$ cat config.mk
export PLATFORM = sky130hd
export DESIGN_NAME = bist_signature_analyzer_flat
export DESIGN_NICKNAME = d
export VERILOG_FILES = /design/src/rtl/bist_signature_analyzer_if.sv /design/src/rtl/bist_signature_analyzer.sv /design/src/flat_wrapper.sv
export SDC_FILE = /design/constraint.sdc
export NUM_CORES = 1
export LEC_CHECK = 0
export ABC_AREA = 1
export CAP_MARGIN = 20
export CORE_ASPECT_RATIO = 0.7
export CORE_MARGIN = 5
export CORE_UTILIZATION = 30
export DETAILED_ROUTE_END_ITERATION = 12
export PLACE_DENSITY = 0.67
export RECOVER_POWER = 50
export SLEW_MARGIN = 20
export SYNTH_ARGS = -nofsm -noshare
export SYNTH_HDL_FRONTEND = slang
export SYNTH_SLANG_ARGS = --single-unit
$ cat constraint.sdc
create_clock -name clk -period 6.4 [get_ports clk]
set_input_delay 1.6 -clock clk [delete_from_list [all_inputs] [get_ports clk]]
set_output_delay 1.6 -clock clk [all_outputs]
set_load 0.03 [all_outputs]
$ cat src/rtl/bist_signature_analyzer_if.sv
// Response handshake between an AES core (master) and the BIST signature analyser (slave).
interface bist_signature_analyzer_if #(
  parameter int DATA_W = 128
);
  logic              resp_valid;
  logic [DATA_W-1:0] resp_data;
  logic              resp_ready;

  modport master (output resp_valid, output resp_data, input resp_ready);
  modport slave  (input resp_valid, input resp_data, output resp_ready);
endinterface

$ cat src/rtl/bist_signature_analyzer.sv
// MISR-based output-response analyser: folds each response into a signature, counts
// responses in a session and compares the final signature against a latched golden value.
module bist_signature_analyzer #(
  parameter int          DATA_W       = 128,
  parameter int          SIG_W        = 32,
  parameter int          NUM_PATTERNS = 40,
  parameter logic [31:0] SEED         = 32'hFFFFFFFF,
  parameter logic [31:0] TAPS         = 32'h80200003
) (
  input  logic                  clk,
  input  logic                  rst,
  input  logic                  start_i,
  input  logic                  abort_i,
  input  logic [SIG_W-1:0]      golden_sig_i,
  bist_signature_analyzer_if.slave resp_if,
  output logic [SIG_W-1:0]      signature_o,
  output logic [15:0]           pattern_count_o,
  output logic                  busy_o,
  output logic                  done_o,
  output logic                  pass_o
);

  localparam int          NUM_SLICES = DATA_W / SIG_W;
  localparam logic [15:0] LAST_CNT   = 16'(NUM_PATTERNS - 1);

  typedef enum logic [1:0] {
    IDLE = 2'd0,
    RUN  = 2'd1,
    DONE = 2'd2
  } state_t;

  state_t           state_q;
  logic [SIG_W-1:0] sig_q;
  logic [SIG_W-1:0] golden_q;
  logic [15:0]      cnt_q;
  logic             done_q;
  logic             pass_q;

  logic [SIG_W-1:0] fold;
  logic             fb;
  logic [SIG_W-1:0] sig_d;
  logic             accept;

  // Compact the wide response by XOR-ing its signature-width slices together.
  always_comb begin
    fold = '0;
    for (int i = 0; i < NUM_SLICES; i++) begin
      fold = fold ^ resp_if.resp_data[i*SIG_W +: SIG_W];
    end
  end

  assign fb     = ^(sig_q & TAPS[SIG_W-1:0]);
  assign sig_d  = {sig_q[SIG_W-2:0], fb} ^ fold;
  assign accept = resp_if.resp_valid && (state_q == RUN);

  // Abort takes priority over everything; start is only honoured outside RUN.
  always_ff @(posedge clk or posedge rst) begin
    if (rst) begin
      state_q  <= IDLE;
      sig_q    <= SEED[SIG_W-1:0];
      cnt_q    <= '0;
      golden_q <= '0;
      done_q   <= 1'b0;
      pass_q   <= 1'b0;
    end else if (abort_i) begin
      state_q <= IDLE;
      done_q  <= 1'b0;
      pass_q  <= 1'b0;
    end else begin
      case (state_q)
        IDLE, DONE: begin
          if (start_i) begin
            state_q  <= RUN;
            sig_q    <= SEED[SIG_W-1:0];
            cnt_q    <= '0;
            golden_q <= golden_sig_i;
            done_q   <= 1'b0;
            pass_q   <= 1'b0;
          end
        end
        RUN: begin
          if (accept) begin
            sig_q <= sig_d;
            cnt_q <= cnt_q + 16'd1;
            if (cnt_q == LAST_CNT) begin
              state_q <= DONE;
              done_q  <= 1'b1;
              pass_q  <= (sig_d == golden_q);
            end
          end
        end
        default: state_q <= IDLE;
      endcase
    end
  end

  assign resp_if.resp_ready = (state_q == RUN);
  assign busy_o             = (state_q == RUN);
  assign signature_o        = sig_q;
  assign pattern_count_o    = cnt_q;
  assign done_o             = done_q;
  assign pass_o             = pass_q;

endmodule

$ cat src/flat_wrapper.sv
// flat-port wrapper written by rule: the top's interface ports become plain ports
module bist_signature_analyzer_flat 
#(
  parameter int          DATA_W       = 128,
  parameter int          SIG_W        = 32,
  parameter int          NUM_PATTERNS = 40,
  parameter logic [31:0] SEED         = 32'hFFFFFFFF,
  parameter logic [31:0] TAPS         = 32'h80200003
)
  (clk, rst, start_i, abort_i, golden_sig_i, signature_o, pattern_count_o, busy_o, done_o, pass_o, resp_if_resp_valid, resp_if_resp_data, resp_if_resp_ready);
  bist_signature_analyzer_if #(.DATA_W(DATA_W)) resp_if_i ();
  input  logic clk;
  input  logic rst;
  input  logic start_i;
  input  logic abort_i;
  input  logic [SIG_W-1:0] golden_sig_i;
  output logic [SIG_W-1:0] signature_o;
  output logic [15:0] pattern_count_o;
  output logic busy_o;
  output logic done_o;
  output logic pass_o;
  input wire logic [$bits(resp_if_i.resp_valid)-1:0] resp_if_resp_valid;
  input wire logic [$bits(resp_if_i.resp_data)-1:0] resp_if_resp_data;
  output wire logic [$bits(resp_if_i.resp_ready)-1:0] resp_if_resp_ready;
  assign resp_if_i.resp_valid = resp_if_resp_valid;
  assign resp_if_i.resp_data = resp_if_resp_data;
  assign resp_if_resp_ready = resp_if_i.resp_ready;
  bist_signature_analyzer #(.DATA_W(DATA_W), .SIG_W(SIG_W), .NUM_PATTERNS(NUM_PATTERNS), .SEED(SEED), .TAPS(TAPS)) u_core (.clk(clk), .rst(rst), .start_i(start_i), .abort_i(abort_i), .golden_sig_i(golden_sig_i), .resp_if(resp_if_i), .signature_o(signature_o), .pattern_count_o(pattern_count_o), .busy_o(busy_o), .done_o(done_o), .pass_o(pass_o));
endmodule
Yosys cells after proc, flatten, opt, wreduce, memory -nomap -nowiden
Cells that the tools add are included.
- RAM bits: 0
- bits in latches: 0
- bits in registers: 84
- input port bits: 165
- ROM bits: 0
- memories kept: 0
- logic and storage cells: 51
- output and inout bits: 52
- divide/modulo/power cells: 0
- magnitude comparators: 0
- reductions and logical operators: 10
- bitwise logic cells: 5
- multiplexer cells: 20
- add/sub/neg operators: 1
- shift-type cells: 0
- equality and inequality tests: 9
- multipliers: 0
- operators with widths (kind ; count):
    32-bit XOR ; 4
    32-bit two-way mux ; 2
    32-bit one-hot mux with 2 select lines ; 1
    32-bit == test ; 1
    16-bit two-way mux ; 2
    16-bit one-hot mux with 2 select lines ; 1
    32-bit parity ; 1
    16-bit by 1-bit adder with 16-bit output (second input constant) ; 1
    16-bit by 6-bit == test with 1-bit output (second input constant) ; 1
    2-bit two-way mux ; 4
    4-bit AND reduction ; 2
    1-bit two-way mux ; 7
    3-bit by 2-bit inequality test with 1-bit output (second input constant) ; 2
    3-bit AND reduction ; 2
    1-bit one-hot mux with 2 select lines ; 2
    2-bit one-hot mux with 2 select lines ; 1
    3-bit inequality test (second input constant) ; 1
    3-bit nonzero test ; 1
    2-bit by 1-bit == test with 1-bit output (second input constant) ; 1
    2-bit == test (second input constant) ; 1
    2-bit zero test ; 1
    2-bit by 1-bit inequality test with 1-bit output (second input constant) ; 1
    2-bit inequality test (second input constant) ; 1
    2-bit nonzero test ; 1
    other kinds (3) ; 3

Logic depth before layout (Yosys ltp)
- word-level depth: 9
- depth in mapped cells: 16
- gate-level depth less buffers: 16

Worst setup path before layout
Ideal clock, no wire load.
- kind: input to register
- start: input abort_i
- end: register u_core.cnt_q[13], in the netlist u_core.pattern_count_o[13]
- setup time: 119 ps
- data arrival time: 2701 ps
- path buffers: 1
- required time: 6281 ps
- path slack: 3580 ps
- stages: 12
- cell sequence: buf_2 > inv_2 > nand3_1 > inv_2 > nor2_4 > inv_4 > nand3_2 > nor2_1 > nand2_1 > nor2_1 > a21oi_1 > o21a_1
- word-level cells in the longest chain between the ends: 2
- RTL lines (what ; line ; RTL):
    from (decl) ; flat_wrapper.sv:15 ; input logic abort_i;
    1-bit NOT (no line) ; -- ;
    4-bit AND reduction (no line) ; -- ;
    to (signal assigned) ; bist_signature_analyzer.sv:84 ; cnt_q <= cnt_q + 16'd1;
    to (decl) ; bist_signature_analyzer.sv:35 ; logic [15:0] cnt_q;
No other way between the ends.
A chain may end at the register's enable or synchronous reset.

Worst setup path after layout
- start: input resp_if_resp_valid
- end: register u_core.cnt_q[13], in the netlist u_core.pattern_count_o[13]
- word-level cells in the longest chain between the ends: 3
- RTL lines (what ; line ; RTL):
    from (decl) ; flat_wrapper.sv:22 ; input wire logic [$bits(resp_if_i.resp_valid)-1:0] resp_if_resp_valid;
    1-bit logical AND ; bist_signature_analyzer.sv:54 ; assign accept = resp_if.resp_valid && (state_q == RUN);
    2-bit by 1-bit inequality test with 1-bit output (no line) ; -- ;
    4-bit AND reduction (no line) ; -- ;
No other way between the ends.

==> impl_metrics.yaml <==
global_route:
  grt-busiest-layer: "met2"
  antenna_found_initial: 1
  use_met1_pct: 21.79
  grt-ovfl-total: 0
  grt_pass1_vias: 6019
  grt_pass1_wl_um: 29980
  use_met3_pct: 5.294
  track_usage_pct: 15.75
  use_met2_pct: 24.00
  grt_max_degree: 70
power:
  p_int_mw: 1.289
  powerDensity_mw_per_mm2: 235.4
  sw_frac_of_total_pct: 38.33
  power_mw: 2.089
  seq_power_share_pct: 35.4
  p_switching_uw: 800.8
  power.share.clock_pct: 23.7
  irDropWorstVdd_mv: 0.1002
  pwr-share-comb_pct: 40.9
  p_leak_nw: 4.295
timing:
  setup_ws_ps: 1967
  hold_ws_ps: 474.2
  rsz0062_at_grt: "no"
  fin_skew_ps: 10.51
  hold_violations: 0
  setup-tns-final_ps: 0
  setup_viol: 0
  layout_min_cycle_time_ps: 4433
  slew_headroom_pct: 1.029
  fmax_mhz: 225.6
  min_period_over_period_pct: 69.26
  tightest_slew_ps: 1485
  drv_slew: 0
synth:
  synth_area_mm2: 0.006166
  synth_top_area_share_pct: 21.10
  syn_inst: 932
  ys.warnings.count: 0
  yosysSeqAreaShare_pct: 34.74
  netlist_top_cells_area: "dfrtp_1, nand2_1, dfstp_2, nand3_1, inv_1"
  synth_top_cell_by_area: "dfrtp_1"
  syn_avg_cell_area_um2: 6.616
  ys_ff_latch: 84
  syn_nets: 1098
  synth.distinct_cells: 34
clock_network:
  ctsHoldBuffers: 0
  cts_tree: "built"
  cts_made_buffers: 9
  clock_sinks: 84
  cts_resized: 0
  root_buffer: "clkbuf_16"
  htreeDepth: 3
  clock_tree.buffer_depth: 2
  clkTransAtPathRegs_ps: 60
  clock_latency_ps: 350
  cts_setup_buffers: 0
place:
  hpwl_um: 14840
  pre_cts_slack_ps: 2092
  place.gp.congestion: 0.8048
  placed_area_mm2: 0.008610
  io_buffers: 216
finish:
  final_common_cell: "nand2_1"
  design_area_mm2: 0.008875
  syn_to_final_growth_pct: 43.93
  mostFrequentLayoutCells: "nand2_1, clkdlybuf4s50_1, inv_1, nand3_1, dfrtp_1"
  drive_gt1_share_pct: 6.794
  antenna_cells: 0
  final_nets: 1309
routing:
  drc: 0
  via_count: 6415
  viasPerCell: 4.524
  postRouteAntennaNets: 0
  drtPass1Iterations: 5
  drt-initial-drc-count: 335
  wl_per_cell_um: 13.30
  wl_um: 18860
floorplanning:
  io_pins: 217
  core_mm2: 0.02001
  std_cell_rows: 43
  dieArea_mm2: 0.02357
  start_util_pct: 30.81
  die_x_um: 181.4
  fp.dieH_um: 129.9
hold_path:
  holdCritPathClass: "flip-flop to flip-flop"
  holdPathStages: 2
setup_path:
  worst_setup_path_start_kind: "primary input"
  critPathMaxStageDelay_ps: 800
  worstPathArrival_ps: 4670
  cp.depth: 11
  crit_family: "simple AND/OR/NAND/NOR gates"
  crit_fanout: 42
  path_cells: "dlygate4sd3_1 -> nand2_1 -> nor2_4 -> nor2_4 -> inv_4 -> nand3_2 -> nor2_1 -> nand2_1 -> nor2_1 -> a21oi_1 -> o21a_1"
  endpoint_kind: "flip-flop"
  path_class: "primary input to flip-flop"
  path_buf_inv: 2
  r2r.worst_path.cells: 12
  crit_required_ps: 6640
  cp_slowest_cell: "nor2_4"
outcome:
  status: "finished, final reports clean"
run:
  max_cap_viol_count: 0
==> power groups by stage <==
| stage | logic, mW | clock network (mW) | registers (mW) |
|---|---|---|---|
| finish | 0.854 | 0.496 | 0.740 |
| global route | 0.957 | 0.537 | 0.756 |
| CTS | 0.867 | 0.516 | 0.742 |
| detailed placement | 0.863 | 0 | 0.749 |
| global placement | 0.850 | 0 | 0.749 |
| floorplan | 0.456 | 0 | 0.821 |
==> logic make-up after synthesis <==
| kind of cell | after synthesis | share of synthesized area, % |
|---|---|---|
| simple gates | 523 | 37.20 |
| compound gates | 81 | 7.752 |
| xor+xnor | 63 | 8.949 |
| fa+ha+maj | 1 | 0.2029 |
| buf+inv | 180 | 11.16 |
| flops | 84 | 34.74 |
==> per-stage QoR <==
step,util [%],cells
after floorplan,-,932
after global placement,43.02,1402
after detailed placement,43.02,1402
after CTS,44.40,1418
after global routing,44.34,1418
final,44.34,1418
==> worst min-delay path: stages (launching register included) <==
cell	delay [ps]
dfrtp_1	340
nand2_1	50
nand2_1	50
==> layer usage <==
metal	vias up	share of wire, %
li1	3348	-
met1	2855	49
met2	191	42
met3	19	7.9
met4	2	1.1
met5	-	0.11
==> final timing paths <==
check,start,endpoint,slack (ps)
min,u_core.done_o,u_core.done_o,470
max reg2reg,u_core.state_q[0],u_core.pattern_count_o[13],3090
max in group asynchronous,rst,u_core.golden_q[20],2420
min in group asynchronous,rst,u_core.golden_q[12],1970
max,resp_if_resp_valid,u_core.pattern_count_o[13],1970
min reg2reg,u_core.done_o,u_core.done_o,470
==> state kept, by name, indices dropped and copies added, names as in the netlist <==
signal                  cells
u_core.signature_o         32
u_core.pattern_count_o     16
u_core.pass_o               1
u_core.state_q              2
u_core.done_o               1
u_core.golden_q            32
==> cell type report <==
cell class	instances	area, um2
Clock inverter	7	51.30
Sequential cell	84	2142
Inverter	161	608.1
Tap cell	270	337.8
Fill cell	2051	11140
Multi-Input combinational cell	668	3328
Clock buffer	9	225.2
Timing Repair Buffer	219	2182
==> Yosys cell counts, drive strengths merged <==
library cell	instances
nand3	121
o21ai	49
nand2b	1
or2	11
a21oi	11
dfrtp	52
inv	161
dfstp	32
a22o	1
nand2	323
clkbuf	12
nor2	35
and3	2
buf	7
a221oi	2
ha	1
o21a	1
a31oi	2
xnor2	40
o32ai	15
and2	1
nor3	12
nand3b	17
xor2	23
Note: power is estimated with default switching activity, not from simulation.
